<file path="config.mk">
export PLATFORM = sky130hd
export DESIGN_NAME = mem_access_seq
export DESIGN_NICKNAME = d
export VERILOG_FILES = /design/src/rtl/cpu_mem_pkg.sv /design/src/rtl/mem_wait_timer.sv /design/src/rtl/mem_access_seq.sv
export SDC_FILE = /design/constraint.sdc
export NUM_CORES = 1
export LEC_CHECK = 0
export ABC_AREA = 0
export CELL_PAD_IN_SITES_DETAIL_PLACEMENT = 2
export CELL_PAD_IN_SITES_GLOBAL_PLACEMENT = 2
export CORE_UTILIZATION = 21
export DETAILED_ROUTE_END_ITERATION = 12
export PLACE_DENSITY_LB_ADDON = 0.25
export SYNTH_ARGS = -nofsm -noshare
export SYNTH_HDL_FRONTEND = slang
export SYNTH_HIERARCHICAL = 1
export SYNTH_SLANG_ARGS = --single-unit
</file>
<file path="constraint.sdc">
create_clock -name clock -period 2.1 [get_ports clock]
set_clock_uncertainty 0.2 [all_clocks]
set_input_delay 0.42 -clock clock [delete_from_list [all_inputs] [get_ports clock]]
set_output_delay 0.42 -clock clock [all_outputs]
set_load 0.02 [all_outputs]
</file>
<file path="src/rtl/cpu_mem_pkg.sv">
// Shared types for the memory access sequencer: state encoding and opcode constants.
// The ERROR state exists only when MEM_ACCESS_TIMEOUT_EN is defined.
package cpu_mem_pkg;

  typedef enum logic [2:0] {
    StIdle,
    StMarLd,
    StMemRd,
    StMdrLd,
    StMdrOut,
    StMemWr,
`ifdef MEM_ACCESS_TIMEOUT_EN
    StDone,
    StError
`else
    StDone
`endif
  } state_e;

  localparam logic OpRead  = 1'b0;
  localparam logic OpWrite = 1'b1;

  localparam int unsigned CntWidth = 8;

  // States in which the sequencer waits on mem_ready.
  function automatic logic is_wait_state(input state_e s);
    return (s == StMemRd) || (s == StMemWr);
  endfunction

endpackage

</file>
<file path="src/rtl/mem_wait_timer.sv">
// Memory wait counter: cleared on entry to a wait state, counts waiting cycles and flags
// the final allowed cycle. Only instantiated when MEM_ACCESS_TIMEOUT_EN is defined.
module mem_wait_timer
  import cpu_mem_pkg::*;
#(
  parameter int unsigned Limit = 16
) (
  input  logic clock,
  input  logic clear,
  input  logic restart,
  input  logic tick,
  output logic expired
);

  localparam logic [CntWidth-1:0] Last = CntWidth'(Limit - 1);

  logic [CntWidth-1:0] count_q, count_d;

  always_comb begin
    count_d = count_q;
    if (restart) begin
      count_d = '0;
    end else if (tick) begin
      count_d = count_q + 8'd1;
    end
  end

  always_ff @(posedge clock or posedge clear) begin
    if (clear) begin
      count_q <= '0;
    end else begin
      count_q <= count_d;
    end
  end

  // Terminal count marks the last wait cycle; mem_ready in that cycle still wins upstream.
  assign expired = (count_q == Last);

endmodule

</file>
<file path="src/rtl/mem_access_seq.sv">
// Moore sequencer driving MAR/MDR/memory strobes for one read or write per start pulse.
// Defining MEM_ACCESS_TIMEOUT_EN adds a bounded memory wait with an ERROR exit.
module mem_access_seq
  import cpu_mem_pkg::*;
#(
  parameter int unsigned TIMEOUT_CYCLES = 16
) (
  input  logic clock,
  input  logic clear,
  input  logic start,
  input  logic write,
  input  logic mem_ready,
  output logic mar_enable,
  output logic mdr_enable,
  output logic mdr_read,
  output logic mdr_out,
  output logic mem_read,
  output logic mem_write,
  output logic busy,
  output logic done,
  output logic err
);

  if (TIMEOUT_CYCLES < 1 || TIMEOUT_CYCLES > 255) begin : g_bad_timeout
    $error("TIMEOUT_CYCLES must be within 1..255");
  end

  state_e state_q, state_d;
  logic   op_q;
  logic   timeout;

`ifdef MEM_ACCESS_TIMEOUT_EN
  logic timer_restart;
  logic timer_tick;

  assign timer_restart = is_wait_state(state_d) && !is_wait_state(state_q);
  assign timer_tick    = is_wait_state(state_q) && !mem_ready;

  mem_wait_timer #(
    .Limit(TIMEOUT_CYCLES)
  ) u_wait_timer (
    .clock   (clock),
    .clear   (clear),
    .restart (timer_restart),
    .tick    (timer_tick),
    .expired (timeout)
  );
`else
  assign timeout = 1'b0;
`endif

  always_ff @(posedge clock or posedge clear) begin
    if (clear) begin
      state_q <= StIdle;
      op_q    <= OpRead;
    end else begin
      state_q <= state_d;
      if (state_q == StIdle && start) begin
        op_q <= write;
      end
    end
  end

  always_comb begin
    state_d = state_q;
    case (state_q)
      StIdle: begin
        if (start) state_d = StMarLd;
      end
      StMarLd: begin
        state_d = (op_q == OpWrite) ? StMdrLd : StMemRd;
      end
      StMemRd: begin
        if (mem_ready) begin
          state_d = StMdrLd;
`ifdef MEM_ACCESS_TIMEOUT_EN
        end else if (timeout) begin
          state_d = StError;
`endif
        end
      end
      StMdrLd: begin
        state_d = (op_q == OpWrite) ? StMemWr : StMdrOut;
      end
      StMdrOut: begin
        state_d = StDone;
      end
      StMemWr: begin
        if (mem_ready) begin
          state_d = StDone;
`ifdef MEM_ACCESS_TIMEOUT_EN
        end else if (timeout) begin
          state_d = StError;
`endif
        end
      end
      StDone: begin
        state_d = StIdle;
      end
`ifdef MEM_ACCESS_TIMEOUT_EN
      StError: begin
        state_d = StIdle;
      end
`endif
      default: begin
        state_d = StIdle;
      end
    endcase
  end

  // Outputs depend only on the registered state, so clear zeroes them immediately.
  always_comb begin
    mar_enable = 1'b0;
    mdr_enable = 1'b0;
    mdr_read   = 1'b0;
    mdr_out    = 1'b0;
    mem_read   = 1'b0;
    mem_write  = 1'b0;
    done       = 1'b0;
    busy       = (state_q != StIdle);
    case (state_q)
      StMarLd:  mar_enable = 1'b1;
      StMemRd:  mem_read   = 1'b1;
      StMdrLd: begin
        mdr_enable = 1'b1;
        mdr_read   = (op_q == OpRead);
      end
      StMdrOut: mdr_out    = 1'b1;
      StMemWr: begin
        mem_write = 1'b1;
        mdr_out   = 1'b1;
      end
      StDone:   done       = 1'b1;
`ifdef MEM_ACCESS_TIMEOUT_EN
      StError:  done       = 1'b1;
`endif
      default: ;
    endcase
  end

`ifdef MEM_ACCESS_TIMEOUT_EN
  assign err = (state_q == StError);
`else
  assign err = 1'b0;
`endif

endmodule

</file>
* Word-level counts from Yosys, hierarchy flattened
Index checks and enable logic that the tools add are counted.
** Word-level totals
- Output and inout bits :: 9
- Logic and storage cells :: 30
- Input bits :: 5
- Register bits after elaboration :: 4
** Operators by class
- Reduce and logical (&&, ||, !) cells :: 5
- Bitwise gates (word level) :: 1
- Eq/ne operators :: 9
- Multiplexer cells :: 13
** Operator list (number)
- case mux 3 bit (6 select lines) :: 1
- == test 3 bit, second input constant :: 3
- two-way mux 1 bit :: 9
- two-way mux 3 bit :: 3
- == test 3 x 2 -> 1 bit, second input constant :: 2
- inequality test 2 bit, second input constant :: 3
- == test 3 x 1 -> 1 bit, second input constant :: 1
- zero test 3 bit :: 1
- AND reduction 3 bit :: 1
- nonzero test 3 bit :: 1
- OR reduction 2 bit :: 1
- logical AND 1 bit :: 1
- NOT 1 bit :: 1

* Longest topological paths before layout
Gate-level depths: netlist of run 1.
- Word-level depth :: 3
- Gate-level depth with buffers :: 4
- Depth with buffers taken out :: 3

* Worst setup path before layout of run 1
OpenSTA, ideal clock, no wires.
- Path type :: register to output
- Start point :: register state_q[2]
- End point :: output port mem_write
- Setup slack :: 0.324 ns
- Buffers on the path :: 0
- Cell stages (with the launch flop) :: 4
- Required time :: 1.480 ns
- Data arrival time :: 1.156 ns
- Path through :: dfrtp_1 > inv_1 > nor2_1 > and2_1
** On the way
- Cells in the longest elaborated chain, start to end :: 2
** Ends and longest elaborated chain
- start, declared :: line mem_access_seq.sv:28 : state_e state_q, state_d;
- start signal, assigned :: line mem_access_seq.sv:54 : state_q <= StIdle;
- start signal, assigned :: line mem_access_seq.sv:57 : state_q <= state_d;
- == test 3 bit :: line mem_access_seq.sv:121 : case (state_q)
- two-way mux 1 bit :: line mem_access_seq.sv:121
- end, declared :: line mem_access_seq.sv:18 : output logic mem_write,
No other way between the ends.

* Final worst setup path of run 1
- Start point :: register state_q[0]
- End point :: output port busy
** On the way
- Cells in the longest elaborated chain, start to end :: 1
** Ends and longest elaborated chain
- nonzero test 3 bit :: line mem_access_seq.sv:120 : busy = (state_q != StIdle);
- end, declared :: line mem_access_seq.sv:19 : output logic busy,
No other way between the ends.

==> results of run 1 <==
==> placed cells by master, fill, tap and decap left out, types with 2 or more instances in the layout <==
cell,instances
sky130_fd_sc_hd__dfrtp_2,2
sky130_fd_sc_hd__nor3b_1,3
sky130_fd_sc_hd__inv_1,3
sky130_fd_sc_hd__clkdlybuf4s50_1,4
sky130_fd_sc_hd__dfrtp_1,2
sky130_fd_sc_hd__nor2_1,2
sky130_fd_sc_hd__dlygate4sd2_1,7
sky130_fd_sc_hd__o21ai_0,2
sky130_fd_sc_hd__clkbuf_4,3
==> layer usage <==
layer | wire, microns | vias up | global-route usage [%]
met5 | 0 | - | 0
met4 | 19 | 0 | 12.9
met3 | 50 | 2 | 5.78
met2 | 361 | 11 | 19.6
met1 | 324 | 122 | 13.5
li1 | - | 127 | -
==> flip-flops by register name, indices dropped and copies added, names as in the netlist <==
signal   flops
op_q         1
state_q      3
==> power by group through the flow <==
stage / combinational (uW) / sequential [uW] / clock, uW
after floorplan: 268 / 150 / 0
after global placement: 342 / 193 / 0
after detailed placement: 351 / 198 / 0
after CTS: 312 / 201 / 108
after global routing: 334 / 212 / 117
final: 305 / 200 / 101
==> worst max-delay path, delay by kind of cell (launching register included) <==
family / cells / cell delay [ns]
flops: 1 / 0.47
simple gates: 1 / 0.39
buf+inv: 1 / 0.33
==> through the flow <==
| stage | cell area, sq um | power (uW) | hold slack (ns) | instances |
|---|---|---|---|---|
| 6_report | 415 | 607 | 0.167 | 57 |
| 3_5_place_dp | 399 | 549 | 0.340 | 54 |
| 2_1_floorplan | 284 | 418 | -0.0139 | 30 |
| 5_1_grt | 415 | 663 | 0.180 | 57 |
| 4_1_cts | 414 | 621 | 0.166 | 57 |
| 3_3_place_gp | 399 | 535 | 0.330 | 54 |
==> cell usage after synthesis <==
cell	instances	area share [%]
sky130_fd_sc_hd__nor2b_1	1	2.2
sky130_fd_sc_hd__o31ai_1	1	2.6
sky130_fd_sc_hd__and3_1	1	2.2
sky130_fd_sc_hd__nand2_1	1	1.3
sky130_fd_sc_hd__a31oi_1	1	2.2
sky130_fd_sc_hd__inv_1	3	4.0
sky130_fd_sc_hd__nor2_1	2	2.6
sky130_fd_sc_hd__conb_1	1	1.3
sky130_fd_sc_hd__nor4bb_1	1	3.5
sky130_fd_sc_hd__mux2i_1	1	3.5
sky130_fd_sc_hd__nand3_1	1	1.8
sky130_fd_sc_hd__buf_4	1	2.6
sky130_fd_sc_hd__nor3b_1	3	7.9
sky130_fd_sc_hd__nor4b_2	1	5.3
sky130_fd_sc_hd__and2_1	1	2.2
sky130_fd_sc_hd__o21ai_0	2	3.5
sky130_fd_sc_hd__buf_6	2	7.9
sky130_fd_sc_hd__dfrtp_1	4	35
sky130_fd_sc_hd__or3_4	1	4.0
sky130_fd_sc_hd__mux2_1	1	4.0
==> cell families (layout without fill, tap and decap cells) <==
logic type	count (synthesis)	count (layout)	share of synthesized area [%]
and+or+nand+nor	13	13	33.0
buffers and inverters	6	19	14.5
AOI/OAI and AO/OA	4	4	8.37
DFF	4	4	35.2
muxes	2	2	7.49
other	1	1	1.32
==> how the worst min path moves through the flow <==
stage	startpoint	to	slack [ns]	cells after the start
after floorplan	clear	op_q$_DFFE_PP0P_	-0.01	1
after global placement	op_q$_DFFE_PP0P_	op_q$_DFFE_PP0P_	0.33	1
after detailed placement	op_q$_DFFE_PP0P_	op_q$_DFFE_PP0P_	0.34	1
after CTS	clear	op_q$_DFFE_PP0P_	0.17	2
after global routing	clear	op_q$_DFFE_PP0P_	0.18	2
final	clear	op_q$_DFFE_PP0P_	0.17	2
==> cell type report <==
class | instances | area (sq um) | share of cell area [%]
clock buffers | 3 | 22.5 | 5.42
inverters | 3 | 11.3 | 2.71
multi-input cells | 20 | 143 | 34.3
flip-flops and latches | 4 | 103 | 24.7
well taps | 14 | 17.5 | 4.22
repair buffers | 13 | 119 | 28.6
==> metrics.md, run 1 <==
| Metric | Value |
|---|---|
| Filler Cells Inserted | about 150 |
| Maximum VDD drop | 555 uV |
| Switching Share | between 40 and 50% |
| Worst hold-check path type | in -> async |
| Number of rows created at floorplan | 12 |
| Via Count | 262 |
| Sum of overflow across all layers after global routing | 0 |
| Clock period minus worst slack | about 2.0 ns |
| Leakage component of the power | just under 0.0002 uW |
| Total power divided by cell area | between 1000 and 1500 mW/mm^2 |
| Unrepaired setup endpoints after global routing | false |
| Data required, critical path | 1.48 ns |
| Number of cells on the worst reg-to-reg path | 2 |
| Worst setup SP type | register |
| GP Congestion | 0.736 |
| Count of nets left with antenna violations after detail routing | 0 |
| First-pass iteration count of the detailed router | 2 |
| Post-route setup TNS | 0 ns |
| Final setup violation count | 0 |
| Result of the run | finished, final reports clean |
| Antenna violations before repair | 0 |
| Final core utilization | a little over a third |
| Share of post-route cells with drive strength above 1 | 18.6% |
| Chain of cells forming the critical path | or3_4 > dlygate4sd2_1 |
| Sequential fraction of design power | 33.0% |
| Num CTS Buffers | 3 |
| Deepest level of the CTS H-tree | 1 |
| CP Class | reg -> out |
| Clock tree from TritonCTS | done |
| DIE AREA | about 0.0015 sq mm |
| Max Clk Rate | 490 MHz |
| Register clock-pin slew on the reported worst setup and hold paths | roughly 0.05 ns |
| Overall routed net length | around 760 microns |
| Max-slew violation count | 0 |
| Number of clock sinks seen by CTS | 4 |
| Layout area overhead | 46.3% |
| Cell at the root of the clock tree | sky130_fd_sc_hd__clkbuf_4 |
| Worst r2r src | state_q[0]$_DFFE_PP0P_ |
| First-pass GRT wire length | 1170 microns |
| Half-perimeter wire length after detailed placement | around 590 microns |
| Yosys warnings | 6 |
| Post-route DRC | 0 |
| Worst setup path end | busy |
| Setup Slack @ Placement | -0.0224 ns |
| Endpoint of the worst-slack reg-to-reg timing path | op_q$_DFFE_PP0P_ |
| Die height | 38.8 microns |
| Synth Register Bits | 4 |
| Effective utilization at floorplan | a little under a quarter |
| Core area | 0.00119 sq mm |
| Number of top-level pins | 14 |
| Total count of hold-check failures in the final report | 0 |
| Seq/Total Area, Yosys | 35.2% |
| Slack of the critical path | 0.0612 ns |
| Combinational share of power | 50.3% |
| Slack of the worst reg-to-reg path | approximately 0.68 ns |
| DR WL/cell | between 10 and 15 microns |
| Global-route total usage across every layer | between 10% and 20% |
| Post-cts gate resize count | 10 |
| Violation count after the first detailed-route iteration | 2 |
| Net switching power figure | roughly 270 uW |
| Slowest cell on crit path | sky130_fd_sc_hd__dfrtp_2 |
| Mean instance size in the synthesized netlist | approximately 9.5 sq um |
| Postcts setup bufs | 0 |
| Port buffer count | 12 |
| Part of the total power dissipated in the clock network | roughly 17% |
| Critical path startpoint | state_q[0]$_DFFE_PP0P_ |
| Via density | between 4 and 5 |
| Post-route fraction of the period consumed by the critical path | 97.1% |
| Power Internal | about 330 uW |
| Synth Net Count | 35 |
| Distinct cell type count of the synthesized netlist | 20 |
| Width of the die | between 30 and 40 microns |
| Synthesized netlist cell count | 30 |
| NumNets Final | 50 |
| Vias in the first global route | 259 |
| Combined area of all synthesized cells | approximately 280 sq um |
| Largest stage delay on the critical path | 0.47 ns |
| Number of inserted diodes | 0 |
| Buffer depth of the longest clock path | 2 |
| Clock insertion delay at the later pin of the skew report | around 0.24 ns |
| Element type at the critical path end | output port |
| Crit path arrival time | between 1 and 1.5 ns |
| Highest fanout seen on the critical path | 12 |
| Max-cap viol count | 0 |
| Maximum number of pins on one net before global-route repair | 13 |
| Quantity of hold-fixing buffers added after cts | 0 |
Power figures use the tool's default switching activity.
==> run 2: changes to the inputs <==
--- a/config.mk
+++ b/config.mk
@@ -8,7 +8,7 @@
 export ABC_AREA = 0
 export CELL_PAD_IN_SITES_DETAIL_PLACEMENT = 2
 export CELL_PAD_IN_SITES_GLOBAL_PLACEMENT = 2
-export CORE_UTILIZATION = 21
+export CORE_UTILIZATION = 20
 export DETAILED_ROUTE_END_ITERATION = 12
 export PLACE_DENSITY_LB_ADDON = 0.25
 export SYNTH_ARGS = -nofsm -noshare
==> constraint.sdc (replaced) <==
create_clock -name clock -period 1.95 [get_ports clock]
set_clock_uncertainty 0.2 [all_clocks]
set_input_delay 0.39 -clock clock [delete_from_list [all_inputs] [get_ports clock]]
set_output_delay 0.39 -clock clock [all_outputs]
set_load 0.02 [all_outputs]
==> run 2 against run 1 <==
Via count increased by 9.5%. Worst hold slack got worse by 0.011 ns. Register-to-register slack got worse by 0.32 ns. Flip-flop and latch count unchanged. Sequential share of layout area decreased by 2.2 points. First-iteration DRC count decreased by 100%. Global-route usage increased by 1.5 points. Die area increased by 4.7%. Combinational power increased by 43%. Critical path type unchanged. Critical endpoint unchanged.
==> metrics.md, run 2 (same netlist as run 1, synthesis figures left out) <==
| Metric | Value |
|---|---|
| First-pass GRT wire length | 1410 microns (was 1170 microns) |
| Power Internal | 416 uW (was 332 uW) |
| DR WL/cell | 13.6 microns (was 13.2 microns) |
| Postcts setup bufs | 0 (unchanged) |
| Port buffer count | 12 (unchanged) |
| Clock tree from TritonCTS | done (unchanged) |
| Via Count | 287 (was 262) |
| Data required, critical path | 1.36 ns (was 1.48 ns) |
| Num CTS Buffers | 3 (unchanged) |
| Number of cells on the worst reg-to-reg path | 3 (was 2) |
| Vias in the first global route | 342 (was 259) |
| Effective utilization at floorplan | 21.6% (was 23.9%) |
| Part of the total power dissipated in the clock network | 13.4% (was 16.7%) |
| Sum of overflow across all layers after global routing | 0 (unchanged) |
| Crit path arrival time | 1.32 ns (was 1.42 ns) |
| Maximum VDD drop | 428 uV (was 555 uV) |
| Post-route setup TNS | 0 ns (unchanged) |
| CP Class | reg -> out (unchanged) |
| Sequential fraction of design power | 27.1% (was 33.0%) |
| Element type at the critical path end | output port (unchanged) |
| Result of the run | finished, final reports clean (unchanged) |
| Violation count after the first detailed-route iteration | 0 (was 2) |
| Global-route total usage across every layer | 14.7% (was 13.2%) |
| Share of post-route cells with drive strength above 1 | 45.8% (was 18.6%) |
| Slack of the worst reg-to-reg path | 0.36 ns (was 0.68 ns) |
| Storage element area | 103 sq um (unchanged) |
| Top library cells by usage in the layout, fill and taps aside | sky130_fd_sc_hd__buf_4 (6), sky130_fd_sc_hd__clkdlybuf4s50_1 (4), sky130_fd_sc_hd__clkbuf_4 (3), sky130_fd_sc_hd__clkdlybuf4s15_2 (3) (was sky130_fd_sc_hd__dlygate4sd2_1 (7), sky130_fd_sc_hd__clkdlybuf4s50_1 (4), sky130_fd_sc_hd__inv_1 (3), sky130_fd_sc_hd__nor3b_1 (3), sky130_fd_sc_hd__clkbuf_4 (3)) |
| Combined area of the multi-input logic cells | 150 sq um (was 143 sq um) |
| DIE AREA | 0.00157 sq mm (was 0.00150 sq mm) |
| Total count of hold-check failures in the final report | 0 (unchanged) |
| Setup Slack @ Placement | -0.0605 ns (was -0.0224 ns) |
| Register clock-pin slew on the reported worst setup and hold paths | 0.04 ns (was 0.05 ns) |
| Most common cell after layout, fill and taps aside | sky130_fd_sc_hd__buf_4 (was sky130_fd_sc_hd__dlygate4sd2_1) |
| Total power divided by cell area | 1610 mW/mm^2 (was 1460 mW/mm^2) |
| First-pass iteration count of the detailed router | 1 (was 2) |
| Overall routed net length | 858 microns (was 755 microns) |
| NumNets Final | 55 (was 50) |
| Final core utilization | 34.7% (was 35.0%) |
| Worst hold-check path type | in -> async (unchanged) |
| Unrepaired setup endpoints after global routing | false (unchanged) |
| Switching Share | 43.3% (was 45.2%) |
| Register name with the most flops | state_q (unchanged) |
| Half-perimeter wire length after detailed placement | 699 microns (was 594 microns) |
| Clock period minus worst slack | about 1.9 ns |
| Max-slew violation count | 0 (unchanged) |
| Maximum number of pins on one net before global-route repair | 10 (was 13) |
| Clock insertion delay at the later pin of the skew report | 0.23 ns (was 0.24 ns) |
| Die height | 39.7 microns (was 38.8 microns) |
| Slack of the critical path | 0.0403 ns (was 0.0612 ns) |
| Deepest level of the CTS H-tree | 1 (unchanged) |
| Layout area overhead | 60.8% (was 46.3%) |
| Core area | 0.00132 sq mm (was 0.00119 sq mm) |
| Leakage component of the power | 0.000213 uW (was 0.000198 uW) |
| Width of the die | 39.7 microns (was 38.8 microns) |
| Filler Cells Inserted | 152 (was 147) |
| GP Congestion | 0.691 (was 0.736) |
| Buffer depth of the longest clock path | 2 (unchanged) |
| Post-route DRC | 0 (unchanged) |
| Net switching power figure | 317 uW (was 274 uW) |
| Largest registers | state_q (3), op_q (1) (unchanged) |
| Final setup violation count | 0 (unchanged) |
| Via density | 4.56 (was 4.60) |
| Overall power consumption | 733 uW (was 607 uW) |
| Number of top-level pins | 14 (unchanged) |
| Number of inserted diodes | 0 (unchanged) |
| Worst setup SP type | register (unchanged) |
| Combinational share of power | 59.5% (was 50.3%) |
| Count of nets left with antenna violations after detail routing | 0 (unchanged) |
| Worst r2r src | state_q[0]$_DFFE_PP0P_ (unchanged) |
| Number of clock sinks seen by CTS | 4 (unchanged) |
| Number of rows created at floorplan | 13 (was 12) |
| Post-route fraction of the period consumed by the critical path | 97.9% |
| Max-cap viol count | 0 (unchanged) |
| Max FFs per register | 3 (unchanged) |
| Highest fanout seen on the critical path | 7 (was 12) |
| Endpoint of the worst-slack reg-to-reg timing path | op_q$_DFFE_PP0P_ (unchanged) |
| Max Clk Rate | roughly 520 MHz |
| Antenna violations before repair | 0 (unchanged) |
| Hold_ws | 0.156 ns (was 0.167 ns) |
| Cell at the root of the clock tree | sky130_fd_sc_hd__clkbuf_4 (unchanged) |
run 2: cell count changes in the layout (fill, tap and decap cells not counted), sizes merged:
cell	previous run	this run
dlygate4sd2	7	1
buf	1	7
clkdlybuf4s15	1	3
dlygate4sd1	0	1
clkbuf	3	5
run 2: stage by stage:
| stage | instance area (sq um) | cells |
|---|---|---|
| floorplan | 284 | 30 |
| global placement | 438 | 60 |
| detailed placement | 438 | 60 |
| CTS | 465 | 63 |
| global route | 457 | 63 |
| finish | 457 | 63 |
run 2: what timing repair did:
item                       in CTS  in global routing
resized for setup              21                  8
gates cloned                    0                  0
hold buffers                    0                  0
setup endpoints to repair       8                  5
run 2: worst max-delay path by stage:
stage	startpoint	endpoint	slack [ns]	cells after the start
floorplan	state_q[2]$_DFFE_PP0P_	mem_write	0.20	3
global placement	state_q[2]$_DFFE_PP0P_	mdr_read	-0.02	4
detailed placement	state_q[2]$_DFFE_PP0P_	mem_write	-0.06	4
CTS	state_q[2]$_DFFE_PP0P_	mdr_enable	0.01	4
global route	state_q[1]$_DFFE_PP0P_	mar_enable	0.006	2
finish	state_q[0]$_DFFE_PP0P_	busy	0.04	2
run 2: cell type report:
class | instances | area share [%]
inverter | 3 | 2.47
clock buffer | 3 | 4.93
sequential | 4 | 22.5
timing repair buffer | 18 | 33.2
tap | 15 | 4.11
multi-input combinational | 20 | 32.9
run 2: power groups by stage:
stage	Sequential, uW	Clock, uW	Combinational, uW
6_report	199	98.5	436
5_1_grt	207	105	480
3_3_place_gp	182	0	462
3_5_place_dp	190	0	473
2_1_floorplan	162	0	289
4_1_cts	194	105	450
run 2: per-layer routing:
metal / wire [microns] / global-route usage, % / vias to the layer above
met4: 0 / 15.5 / 0
met3: 34 / 1.70 / 0
met5: 0 / 0 / -
met1: 314 / 13.9 / 143
met2: 508 / 25.8 / 7
li1: - / - / 137
run 2: critical path, cell delays in order, from the launching register on:
cell and delay [ns]:
sky130_fd_sc_hd__dfrtp_2 0.45, sky130_fd_sc_hd__or3_4 0.38, sky130_fd_sc_hd__clkdlybuf4s15_2 0.26
